**config.mk**
```make
export PLATFORM = sky130hd
export DESIGN_NAME = hazard_ctrl
export DESIGN_NICKNAME = d
export VERILOG_FILES = /design/src/rtl/hazard_ctrl.sv
export SDC_FILE = /design/constraint.sdc
export NUM_CORES = 1
export LEC_CHECK = 0
export CELL_PAD_IN_SITES_DETAIL_PLACEMENT = 0
export CELL_PAD_IN_SITES_GLOBAL_PLACEMENT = 1
export CORE_ASPECT_RATIO = 0.7
export CORE_MARGIN = 10
export CORE_UTILIZATION = 38
export CTS_CLUSTER_SIZE = 28
export DETAILED_ROUTE_END_ITERATION = 10
export PLACE_DENSITY = 0.87
export SLEW_MARGIN = 15
export SYNTH_ARGS = -nofsm -noshare
export SYNTH_HDL_FRONTEND = slang
export SYNTH_SLANG_ARGS = --single-unit
```
**constraint.sdc**
```tcl
create_clock -name clk -period 3.95 [get_ports clk]
set_input_delay 0.9875 -clock clk [delete_from_list [all_inputs] [get_ports clk]]
set_output_delay 0.9875 -clock clk [all_outputs]
set_load 0.005 [all_outputs]
```
**src/rtl/hazard_ctrl.sv**
```systemverilog
// Pipeline hazard controller for the 5-stage MIPS core: load-use stall, branch squash,
// data-memory freeze (fixed latency or ready handshake), wait timeout and stall counter.
module hazard_ctrl #(
  parameter int REG_W     = 5,
  parameter int MEM_LAT   = 1,
  parameter int USE_READY = 0,
  parameter int TIMEOUT   = 64,
  parameter int CNT_W     = 16
) (
  input  logic             clk,
  input  logic             rst,
  input  logic             ex_is_load,
  input  logic             ex_reg_write,
  input  logic [REG_W-1:0] ex_wr_reg,
  input  logic [REG_W-1:0] id_rs,
  input  logic [REG_W-1:0] id_rt,
  input  logic             id_rs_used,
  input  logic             id_rt_used,
  input  logic             redirect,
  input  logic             mem_access,
  input  logic             mem_ready,
  input  logic             cnt_clr,
  output logic             stall_pc,
  output logic             stall_ifid,
  output logic             flush_ifid,
  output logic             flush_idex,
  output logic             freeze_back,
  output logic             mem_timeout,
  output logic [CNT_W-1:0] stall_count
);

  typedef enum logic {IDLE, WAIT} state_e;

  state_e           state_q, state_d;
  logic [15:0]      wcnt_q, wcnt_d, wcnt_inc;
  logic             mem_timeout_q, mem_timeout_d;
  logic [CNT_W-1:0] stall_count_q, stall_count_d;
  logic             load_use, freeze;

  always_comb begin
    load_use = ex_is_load & ex_reg_write & (ex_wr_reg != '0) &
               ((id_rs_used & (id_rs == ex_wr_reg)) | (id_rt_used & (id_rt == ex_wr_reg)));
  end

  always_comb begin
    state_d       = state_q;
    wcnt_d        = wcnt_q;
    mem_timeout_d = mem_timeout_q;
    freeze        = 1'b0;
    wcnt_inc      = (wcnt_q == 16'hFFFF) ? wcnt_q : wcnt_q + 16'd1;
    if (USE_READY != 0) begin
      freeze = mem_access & ~mem_ready;
      if (freeze) begin
        state_d = WAIT;
        wcnt_d  = wcnt_inc;
        if (32'(wcnt_inc) >= 32'(TIMEOUT)) mem_timeout_d = 1'b1;
      end else begin
        state_d = IDLE;
        wcnt_d  = '0;
      end
    end else begin
      // wcnt holds the remaining frozen cycles after the current one
      case (state_q)
        IDLE: if (mem_access && (MEM_LAT > 1)) begin
          freeze  = 1'b1;
          state_d = WAIT;
          wcnt_d  = 16'(MEM_LAT - 2);
        end
        WAIT: if (wcnt_q != '0) begin
          freeze = 1'b1;
          wcnt_d = wcnt_q - 16'd1;
        end else begin
          state_d = IDLE;
        end
        default: state_d = IDLE;
      endcase
    end
  end

  always_comb begin
    stall_pc    = 1'b0;
    stall_ifid  = 1'b0;
    flush_ifid  = 1'b0;
    flush_idex  = 1'b0;
    freeze_back = 1'b0;
    if (!rst) begin
      if (freeze) begin
        stall_pc    = 1'b1;
        stall_ifid  = 1'b1;
        freeze_back = 1'b1;
      end else if (redirect) begin
        flush_ifid = 1'b1;
        flush_idex = 1'b1;
      end else if (load_use) begin
        stall_pc   = 1'b1;
        stall_ifid = 1'b1;
        flush_idex = 1'b1;
      end
    end
  end

  always_comb begin
    stall_count_d = stall_count_q;
    if (cnt_clr)                             stall_count_d = '0;
    else if (stall_pc && ~&stall_count_q)    stall_count_d = stall_count_q + 1'b1;
  end

  always_ff @(posedge clk) begin
    if (rst) begin
      state_q       <= IDLE;
      wcnt_q        <= '0;
      mem_timeout_q <= 1'b0;
      stall_count_q <= '0;
    end else begin
      state_q       <= state_d;
      wcnt_q        <= wcnt_d;
      mem_timeout_q <= mem_timeout_d;
      stall_count_q <= stall_count_d;
    end
  end

  assign mem_timeout = mem_timeout_q;
  assign stall_count = stall_count_q;

endmodule

```
* Word-level counts from Yosys, hierarchy flattened *
Index checks and enable logic that the tools add are counted.
W data, S select, Z words.

operators by class
  $add $sub $neg = 2
  divide/modulo/power cells = 0
  shift operators = 0
  reduce and logical (&&, ||, !) cells = 7
  eq/ne operators = 2
  bitwise gates (word level) = 6
  magnitude comparators = 0
  multiplexer cells = 14
  multiply operators = 0

operators with widths
  kind                     count
  $add A16 B1 Y16 const B  1
  $reduce_and A16 Y1       1
  $reduce_bool A16 Y1      1
  $sub A16 B1 Y16 const B  1
  $mux W1                  14
  $eq A5 B5 Y1             2
  $and A1 B1 Y1            5
  $reduce_bool A5 Y1       1
  $reduce_and A2 Y1        1
  $reduce_or A2 Y1         1
  $logic_and A1 B1 Y1      1
  $logic_not A1 Y1         1
  $or A1 B1 Y1             1

storage, ports and cells
  flip-flop bits (word level) = 33
  latch bits = 0
  input port bits = 25
  memory bits (read-only) = 0
  bits in writable memories = 0
  output and inout bits = 22
  memories kept = 0

* Longest topological paths before layout *
Gate-level depths: netlist (run 1).

  depth after elaboration = 9
  gate-level depth with buffers = 9

* Worst setup path before layout (run 1) *
Ideal clock, no wire load.

  path kind = in2out
  start = input port ex_wr_reg[1]
  end = output port stall_pc
  cell stages on the path = 5
  buffers on the path = 1
  slack = 857 ps
  arrival = 2,105 ps
  path through = or4_1 -> o211ai_1 -> nor2_1 -> a21o_1 -> buf_4

on the way
  longest elaborated chain between the ends = 8
  elaborated cells on any way between the ends = 12
  those cells by class = 2 x eq/ne; 4 x mux; 5 x bitwise; 1 x reduce/logical

RTL lines
  what                       line  RTL
  start: declaration         14    input logic [REG_W-1:0] ex_wr_reg,
  $eq A5 B5 Y1               42    ((id_rs_used & (id_rs == ex_wr_reg)) | (id_rt_used & (id_rt == ex_wr_reg)));
  $and A1 B1 Y1              42
  $or A1 B1 Y1               42
  $and A1 B1 Y1 (*)          41    load_use = ex_is_load & ex_reg_write & (ex_wr_reg != '0) &
  $mux W1 (*) (4 in series)  -
  end: declaration           23    output logic stall_pc,

Mark *: on every way between the ends. The rest lies on a longest branch, timed or not.

* Final worst setup path (run 1) *
  start = input port ex_wr_reg[1]
  end = output port flush_idex

on the way
  longest elaborated chain between the ends = 8
  elaborated cells on any way between the ends = 12
  those cells by class = 2 x eq/ne; 4 x mux; 5 x bitwise; 1 x reduce/logical

RTL lines
  what               line  RTL
  $eq A5 B5 Y1       42
  $and A1 B1 Y1      42
  $or A1 B1 Y1       42
  $and A1 B1 Y1 (*)  41
  $mux W1 (*)        94    end else if (load_use) begin
  $mux W1 (*)        91    end else if (redirect) begin
  $mux W1 (*)        87    if (freeze) begin
  $mux W1 (*)        86    if (!rst) begin
  end: declaration   26    output logic flush_idex,

Marked as above.

==> parameters.txt, run 1 <==
Parameter                              Value

Outcome
  Run status ... completed

Global route
  Remaining Overflow, GRT ... 0
  Pin count of the biggest net entering global routing ... 22
  Global Route met2 Usage ... roughly 16%
  Vias in the first global route ... about 1600
  Wire length of the first global-routing pass ... just under 8 mm
  Antenna violations before repair ... 0
  Peak-usage layer in the global routing report ... met2
  Met3 routing resource usage after global routing ... 5.77%
  Met1 Resource Use GR ... 15.3%
  Total Routing Usage GR ... around 12%

Layout
  Combined area of the multi-input logic cells ... 1110 um^2
  Layout filler cell count ... 478
  Number of nets at the end of the flow ... 292
  Proportion of layout cells with a drive suffix above 1 ... 9.09%
  Post-route non-filler standard cell count ... 321
  Area added between synthesis and finish ... 32.3%
  Sequential Area ... 661 um^2
  Number of inserted diodes ... 0

STA
  Remaining max-slew budget at the tightest pin ... 59.8%
  Final number of setup-violating endpoints ... 0
  Share of the clock period used by the worst path ... 97.5%
  Maximum operating frequency ... 0.260 GHz
  Worst slew pin tran ... just over 0.6 ns
  Number of slew-limit violations in the final report ... 0
  Final period demand of the worst path ... 3.85 ns
  Hold slack final ... roughly 0.50 ns
  Final hold violations ... 0
  Worst Clk Skew ... 0.00363 ns
  Final worst slack ... 0.0987 ns

Logic synthesis
  Async set-reset flop share out of synthesis ... 0%
  Mapped cell area ... 1830 um^2
  Synth warnings ... 0
  Number of synthesized register bits ... 33
  Dominant synthesized flop cell ... sky130_fd_sc_hd__dfxtp_1
  Syn nets ... 245
  Number of enable flip-flop cells after synthesis ... 0
  Sequential element share of the synthesized area ... 36.1%
  Post-synthesis average cell area ... 8.44 um^2
  Count of unique library cells instantiated by Yosys ... 50
  Synth Instances ... 217

Power
  Pint ... 0.000502 W
  Switching power share of the total ... 21.2%
  Relative contribution of sequential cells to total power ... 52.1%
  Clock network fraction of total power ... between 30% and 40%
  Combinational fraction of design power ... 8.0%
  Net Switching ... 0.000136 W
  Power density over the cells ... 263 nW/um^2
  IR Drop Worst-Case VDD ... just over 0.0001 V
  Static Leak ... 0.842 nW

Clock network
  Depth of the CTS H-tree ... 2
  Clock tree from TritonCTS ... built
  Count of hold-fix buffers inserted at cts ... 0
  Maximum root-to-sink buffer count ... 2
  Clock slew at the register clock pins of the worst setup and hold paths ... 0.07 ns
  Number of buffers created by CTS ... 5
  Skew-Pair Late Insertion Delay ... 0.28 ns
  Total clock sinks ... 33
  Root Buffer Master ... sky130_fd_sc_hd__clkbuf_8

Critical path
  Worst Path Required ... about 3 ns
  Capturing element type of the critical path ... output port
  Critical path class ... input pin to output port
  Category of the worst setup path launch point ... input pin
  Arrival time at the worst endpoint ... approximately 2.9 ns
  Maximum fanout count along the critical path ... 2

Min path
  Class of the tightest hold or removal check ... register to register

Die
  Floorplan die width ... a little over 100 um
  Effective utilization at floorplan ... between 30% and 40%
  Area of the die ... slightly above 8000 um^2
  Placeable core area ... 4730 um^2
  Cell row count ... 21
  Count of boundary I/O pins ... 47
  Die extent in y ... 78.1 um

Detailed routing
  Number of optimization iterations in the first detailed-route pass ... 4
  Drt total wl ... roughly 4.5 mm
  Remaining antenna violation count ... 0
  Detail-routed net length per standard cell ... 14.0 um
  Overall via count from detail_route ... about 1700
  DRC violation count after routing ... 0
  Post-DR vias/cell ... 5.31
  DRC marker count from the first detailed-route iteration ... 95

Flow run
  Maximum Capacitance Violations ... 0

Placed design
  Port buffer count ... 43
  DPL Wire Length ... 3.43 mm
  Final weighted congestion in routability-driven placement ... 0.768
  Post-placement cell count ... 312
  Post-place setup slack ... -0.00644 ns
==> flip-flops by register name (all words and copies together) (netlist names) <==
name         count
stall_count     16
state_q          1
wcnt_q          16
==> cell usage after synthesis, types with 2 or more instances <==
cell / n / area, um^2
sky130_fd_sc_hd__nand4_1: 7 / 43.8
sky130_fd_sc_hd__nor3_1: 7 / 35.0
sky130_fd_sc_hd__buf_4: 4 / 30.0
sky130_fd_sc_hd__a21oi_1: 17 / 85.1
sky130_fd_sc_hd__nand2_1: 8 / 30.0
sky130_fd_sc_hd__or3_1: 11 / 68.8
sky130_fd_sc_hd__inv_1: 3 / 11.3
sky130_fd_sc_hd__ha_1: 3 / 37.5
sky130_fd_sc_hd__or2_2: 2 / 12.5
sky130_fd_sc_hd__o31ai_1: 2 / 15.0
sky130_fd_sc_hd__xor2_1: 19 / 166
sky130_fd_sc_hd__xnor2_1: 6 / 52.6
sky130_fd_sc_hd__and3_1: 2 / 12.5
sky130_fd_sc_hd__o21a_1: 2 / 15.0
sky130_fd_sc_hd__o21ai_0: 12 / 60.1
sky130_fd_sc_hd__o211ai_1: 2 / 15.0
sky130_fd_sc_hd__nor4_1: 5 / 31.3
sky130_fd_sc_hd__nor2_1: 27 / 101
sky130_fd_sc_hd__dfxtp_1: 33 / 661
sky130_fd_sc_hd__nand3_1: 12 / 60.1
sky130_fd_sc_hd__or4_1: 4 / 30.0
==> power groups by stage <==
| stage | Clock [W] | Sequential, W | Combinational, W |
|---|---|---|---|
| floorplan | 0 | 0.000340 | 0.0000184 |
| global placement | 0 | 0.000340 | 0.0000497 |
| detailed placement | 0 | 0.000340 | 0.0000499 |
| CTS | 0.000260 | 0.000333 | 0.0000507 |
| global route | 0.000277 | 0.000332 | 0.0000560 |
| finish | 0.000254 | 0.000333 | 0.0000510 |
==> what timing repair did <==
action                     CTS  global route
pin swaps                    1             4
resized for setup            1             6
buffers inserted             1             1
setup endpoints to repair    2             4
==> per-layer routing <==
metal	wire length (um)	vias to the layer above
met1	2160	772
met4	37	0
met3	501	4
met5	0	-
met2	1810	58
li1	-	871
==> final timing paths <==
check                                       to  slack (ns)  cells after the start    startpoint
worst max-delay path                flush_idex         0.1                      6  ex_wr_reg[1]
worst min-delay path                 wcnt_q[1]        0.50                      2     wcnt_q[1]
worst max register to register  stall_count[3]        1.52                      6     wcnt_q[2]
worst min register to register       wcnt_q[1]        0.50                      2     wcnt_q[1]
==> layout by cell type, fill, tap and decap left out, types with 8 or more instances in the layout <==
| master | count |
|---|---|
| sky130_fd_sc_hd__nor2_1 | 27 |
| sky130_fd_sc_hd__nand3_1 | 12 |
| sky130_fd_sc_hd__dfxtp_1 | 33 |
| sky130_fd_sc_hd__nand2_1 | 8 |
| sky130_fd_sc_hd__o21ai_0 | 12 |
| sky130_fd_sc_hd__clkdlybuf4s50_1 | 38 |
| sky130_fd_sc_hd__or3_1 | 11 |
| sky130_fd_sc_hd__xor2_1 | 19 |
| sky130_fd_sc_hd__a21oi_1 | 17 |
==> stage by stage <==
step	TNS, ns	area, um^2	utilization [%]	total power [W]
after detailed placement	-0.0115	2300	48.7	0.000390
after floorplan	0	1830	-	0.000359
after global placement	0	2300	48.7	0.000390
final	0	2420	51.2	0.000638
after global routing	-0.0277	2420	51.2	0.000665
after CTS	0	2390	50.6	0.000644
==> cells by family after synthesis <==
family	share of synthesized area, %
AO/OA/AOI/OAI	14.5
XOR/XNOR	12.0
adder cells (fa/ha/maj)	2.05
buffers and inverters	4.03
flip-flops	36.1
multiplexers	0.546
other	0.205
AND/OR/NAND/NOR	30.6
==> cell type report <==
cell class | count | share of cell area, %
multi-input cells | 172 | 45.8
flip-flops and latches | 33 | 27.3
repair buffers | 49 | 20.0
clock buffers | 7 | 3.56
well taps | 57 | 2.94
inverters | 3 | 0.465
==> worst max-delay path, stage by stage <==
cell and delay, ns:
sky130_fd_sc_hd__clkdlybuf4s50_1 0.41, sky130_fd_sc_hd__or4_1 0.51, sky130_fd_sc_hd__o211ai_1 0.22, sky130_fd_sc_hd__nor2_1 0.10
sky130_fd_sc_hd__o21a_1 0.18, sky130_fd_sc_hd__clkdlybuf4s50_1 0.45
No activity file was read; power rests on OpenSTA's default activity.
==> inputs of run 2 (changes only) <==
--- a/config.mk
+++ b/config.mk
@@ -17,3 +17,4 @@
 export SYNTH_ARGS = -nofsm -noshare
 export SYNTH_HDL_FRONTEND = slang
 export SYNTH_SLANG_ARGS = --single-unit
+export TNS_END_PERCENT = 20
==> results of run 2 <==
Same layout as run 1: the final DEF is identical, and so are final timing and power.
==> inputs of run 3 (changes only) <==
--- a/config.mk
+++ b/config.mk
@@ -5,6 +5,7 @@
 export SDC_FILE = /design/constraint.sdc
 export NUM_CORES = 1
 export LEC_CHECK = 0
+export ABC_CLOCK_PERIOD_IN_PS = 3950
 export CELL_PAD_IN_SITES_DETAIL_PLACEMENT = 0
 export CELL_PAD_IN_SITES_GLOBAL_PLACEMENT = 1
 export CORE_ASPECT_RATIO = 0.7
==> results of run 3 <==
Same layout as run 1: the final DEF is identical, and so are final timing and power.
